### src/rtl/mult_pkg.sv
// rtl/mult_pkg.sv - shared state encoding and width for the shift-and-add multiplier
package mult_pkg;

   localparam int MULT_WIDTH = 4;

   typedef enum logic [2:0] {
      ST_IDLE,
      ST_LOAD,
      ST_CHECK,
      ST_ADD,
      ST_SHIFT,
      ST_DONE
   } mult_state_e;

endpackage

### src/rtl/mult_step_counter.sv
// rtl/mult_step_counter.sv - iteration counter with clear, increment and terminal flag
module mult_step_counter #(
   parameter int WIDTH = 4,
   parameter int CNT_W = $clog2(WIDTH)
) (
   input  logic             clk,
   input  logic             rst,
   input  logic             clr,
   input  logic             inc,
   output logic [CNT_W-1:0] count,
   output logic             k
);

   logic [CNT_W-1:0] count_q;
   logic [CNT_W-1:0] count_d;

   always_comb begin
      count_d = count_q;
      if (clr) begin
         count_d = '0;
      end else if (inc) begin
         count_d = count_q + CNT_W'(1);
      end
   end

   always_ff @(posedge clk or posedge rst) begin
      if (rst) begin
         count_q <= '0;
      end else begin
         count_q <= count_d;
      end
   end

   // k looks at the pre-increment value so the last SHIFT can both count and terminate
   assign count = count_q;
   assign k     = (count_q == CNT_W'(WIDTH - 1));

endmodule

### src/rtl/shift_add_mult_ctrl.sv
// rtl/shift_add_mult_ctrl.sv - Moore FSM sequencing load/add/shift over WIDTH multiplier bits
module shift_add_mult_ctrl
   import mult_pkg::*;
#(
   parameter int WIDTH = MULT_WIDTH,
   parameter int CNT_W = $clog2(WIDTH)
) (
   input  logic             clk,
   input  logic             rst,
   input  logic             start,
   input  logic             abort,
   input  logic             q0,
   output logic             ld_op,
   output logic             add_en,
   output logic             shift_en,
   output logic             busy,
   output logic             done,
   output logic [CNT_W-1:0] iter
);

   mult_state_e state_q;
   mult_state_e state_d;
   logic        cnt_clr;
   logic        cnt_inc;
   logic        cnt_k;

   mult_step_counter #(
      .WIDTH (WIDTH),
      .CNT_W (CNT_W)
   ) u_counter (
      .clk   (clk),
      .rst   (rst),
      .clr   (cnt_clr),
      .inc   (cnt_inc),
      .count (iter),
      .k     (cnt_k)
   );

   always_comb begin
      state_d = state_q;
      cnt_clr = 1'b0;
      cnt_inc = 1'b0;
      case (state_q)
         ST_IDLE:  if (start) state_d = ST_LOAD;
         ST_LOAD: begin
            cnt_clr = 1'b1;
            state_d = ST_CHECK;
         end
         ST_CHECK: state_d = q0 ? ST_ADD : ST_SHIFT;
         ST_ADD:   state_d = ST_SHIFT;
         ST_SHIFT: begin
            cnt_inc = 1'b1;
            state_d = cnt_k ? ST_DONE : ST_CHECK;
         end
         ST_DONE:  state_d = ST_IDLE;
         default:  state_d = ST_IDLE;
      endcase
      // abort overrides every transition, including the terminal SHIFT -> DONE
      if (abort && (state_q != ST_IDLE)) begin
         state_d = ST_IDLE;
         cnt_clr = 1'b1;
         cnt_inc = 1'b0;
      end
   end

   always_ff @(posedge clk or posedge rst) begin
      if (rst) begin
         state_q <= ST_IDLE;
      end else begin
         state_q <= state_d;
      end
   end

   always_comb begin
      ld_op    = 1'b0;
      add_en   = 1'b0;
      shift_en = 1'b0;
      done     = 1'b0;
      busy     = (state_q != ST_IDLE);
      case (state_q)
         ST_LOAD:  ld_op    = 1'b1;
         ST_ADD:   add_en   = 1'b1;
         ST_SHIFT: shift_en = 1'b1;
         ST_DONE:  done     = 1'b1;
         default: ;
      endcase
   end

endmodule

### config.mk
export PLATFORM = sky130hd
export DESIGN_NAME = shift_add_mult_ctrl
export DESIGN_NICKNAME = d
export VERILOG_FILES = /design/src/rtl/mult_pkg.sv /design/src/rtl/mult_step_counter.sv /design/src/rtl/shift_add_mult_ctrl.sv
export SDC_FILE = /design/constraint.sdc
export NUM_CORES = 1
export LEC_CHECK = 0
export ABC_AREA = 1
export BUFFER_PORTS_ARGS = -buffer_cell sky130_fd_sc_hd__buf_2
export CORE_AREA = 2 2 39 41
export CTS_BUF_LIST = sky130_fd_sc_hd__clkbuf_2 sky130_fd_sc_hd__clkbuf_4 sky130_fd_sc_hd__clkbuf_8
export DETAILED_ROUTE_END_ITERATION = 8
export DIE_AREA = 0 0 41 43
export GPL_ROUTABILITY_DRIVEN = 0
export PLACE_DENSITY = 0.58
export SLEW_MARGIN = 5
export SYNTH_ARGS = -nofsm -noshare
export SYNTH_HDL_FRONTEND = slang
export SYNTH_SLANG_ARGS = --single-unit
### constraint.sdc
create_clock -name clk -period 2.65 [get_ports clk]
set_input_delay 0.795 -clock clk [delete_from_list [all_inputs] [get_ports clk]]
set_output_delay 0.795 -clock clk [all_outputs]
set_load 0.005 [all_outputs]
==> results by group <==
Placed design
  – Post-DP HPWL: ~590 microns
  – Dpl ws: approximately 0.91 ns
  – IO Port Bufs: 11
  – Placed insts: just under 80

Timing
  – Hold Violations, Final: 0
  – Rel. slew slack: between 80% and 90%
  – Slew @ Worst Pin: 0.219 ns
  – Max Clk Rate: 503 MHz
  – Final Worst Setup Slack: roughly 0.66 ns
  – Fin Setup TNS: 0 ns
  – Max Transition Viols Final: 0
  – Skew final: about 0.0013 ns
  – Crit path time final: 1.99 ns
  – Final setup viols: 0
  – Final period utilization: 75.1%
  – Unrepaired setup endpoints after global routing: no

Global route
  – Initial antenna violation count: 0
  – Gr ovfl total: 0
  – First-pass GRT wire length: between 1000 and 1500 microns
  – Total Routing Usage GR: 9.70%
  – Vias in the first global route: between 200 and 300
  – Largest net degree at the start of global routing: 8

Power
  – Power density cells: slightly below 1000 mW/mm^2
  – Leak: about 0.29 nW
  – Peak VDD IR: ~0.00043 V

Routing
  – Detail Route Antenna Nets: 0
  – # DRC: 0
  – Drt first-iter violations: 12
  – Routed vias/inst: ~4.2
  – Routed WL per cell: approximately 8.3 microns
  – Total wire length: about 680 microns
  – DR pass1 iterations: 5
  – Via count: 338

Logic synthesis
  – Biggest area consumer among synthesized cells: dfrtp_1
  – Top_reg_cell synth: dfrtp_1
  – Top cell type's share of synthesized area: around 36%
  – Largest cells by area after synthesis: dfrtp_1, inv_1, nand2_1, nand3_1, nand2_4
  – Syn. warnings: 0
  – Synth Cell Area: about 350 sq um
  – Post-synthesis cell type count: 14
  – Mean Syn Cell Area: about 7.0 sq um
  – Asr flop ratio synth: 100%
  – Top-count cell post-synth: inv_1
  – Post-synth EDFFs: 0
  – Syn Inst Count: 50
  – Sequential-to-total area share from yosys stat: a little over a third
  – Net count after synthesis: 56
  – Synth top cells by count: inv_1, nand2_1, nand3_1, nor2_1, dfrtp_1
  – Post-synthesis register bit count: 5

Clocking
  – Maximum buffer depth of the clock tree: 2
  – CTS tree: built
  – Total CTS buffers: 3
  – Clk root buf: clkbuf_4
  – Hold buffer count at CTS: 0
  – Post_cts resized: 0
  – Worst-Skew Late Latency: approximately 0.23 ns
  – Clock transition at the registers of the reported paths: roughly 0.040 ns
  – H-tree levels: 1
  – Sink Count: 5
  – Post-CTS setup buffer count: 0

Die
  – FP Rows: 14
  – Die Y: ~43 microns
  – Die Area: ~0.0018 sq mm
  – Core area: 0.00138 sq mm
  – Starting Density: about a quarter
  – # IOs: 12
  – Horiz. Die Dim: roughly 41 microns

Finish
  – Area Overhead vs Synth: 30.0%
  – Post-route insts no fill: between 80 and 90
  – Share of layout cells above drive strength 1: 33.8%
  – Final net count: 72
  – Inserted Diodes: 0

Status
  – Status: finished clean

Critical path
  – Setup slack, reg-to-reg: 1.53 ns
  – Reg-to-reg startpoint: state_q[0]
  – Critical Path Source Type: flop
  – Critical R2R Capture: u_counter.count[0]
  – WP data required: between 1.5 and 2 ns
  – Setup CP Type: reg -> out
  – Critical Path Sink Type: output port
  – WP data arrival: roughly 1.2 ns
  – Max FO, Critical Path: 6
  – Worst R2R Path Depth: 6

Job
  – Max cap viols: 0

Min path
  – Worst min path class: in -> async
## cell usage in the layout (no fill, tap or decap), drive strengths merged
cell type,instances
nor2,7
nand3,7
clkbuf,4
ha,1
o21ai,2
a21oi,1
dfrtp,5
nand2,13
buf,11
inv,13
nor3,1
## critical path, stage by stage (launching register included)
cell     delay, ns
dfrtp_1       0.44
nor2_4        0.21
nand2_1       0.12
inv_1         0.08
buf_2         0.11
## cells by family (layout without fill, tap and decap cells)
group / Yosys count / in the layout / share of synthesized area (%)
buf+inv: 13 / 28 / 13.9
fa+ha+maj: 1 / 1 / 3.57
simple gates: 28 / 28 / 41.4
flops: 5 / 5 / 35.7
compound gates: 3 / 3 / 5.36
## final cells by class
type | instances | area (sq um)
Multi-Input combinational cell | 32 | 176
Tap cell | 16 | 20.0
Sequential cell | 5 | 125
Fill cell | 153 | 928
Clock buffer | 4 | 30.0
Inverter | 13 | 48.8
Timing Repair Buffer | 11 | 55.1
## registers in the layout, indices dropped and copies added, names as in the netlist
register,count
state_q,3
u_counter.count,2
## per-stage QoR
stage	instance area (sq um)	power, mW	util (%)	hold WS (ns)
after floorplan	350	0.294	-	0.550
after global placement	425	0.357	30.7	0.552
after detailed placement	425	0.360	30.7	0.554
after CTS	455	0.458	32.9	0.449
after global routing	455	0.494	32.9	0.468
final	455	0.451	32.9	0.446
## layer usage
layer	global-route usage [%]	routed length [microns]	part of all wire, %	vias to the layer above
met5	0	0	0	-
met4	10.0	12	1.8	0
met3	1.57	32	4.7	2
met2	14.1	343	51	8
met1	10.8	287	43	148
li1	-	-	-	180
## where the power goes
part           switching [mW]  internal (mW)
Combinational           0.129         0.0877
Sequential             0.0394          0.101
Clock                  0.0265         0.0668
## worst max path at each step
stage	end	startpoint
6_report	shift_en	state_q[0]
5_1_grt	shift_en	state_q[0]
4_1_cts	shift_en	state_q[0]
3_5_place_dp	shift_en	state_q[0]
3_3_place_gp	shift_en	state_q[0]
2_1_floorplan	shift_en	state_q[0]
Note: power is estimated with default switching activity, not from simulation.
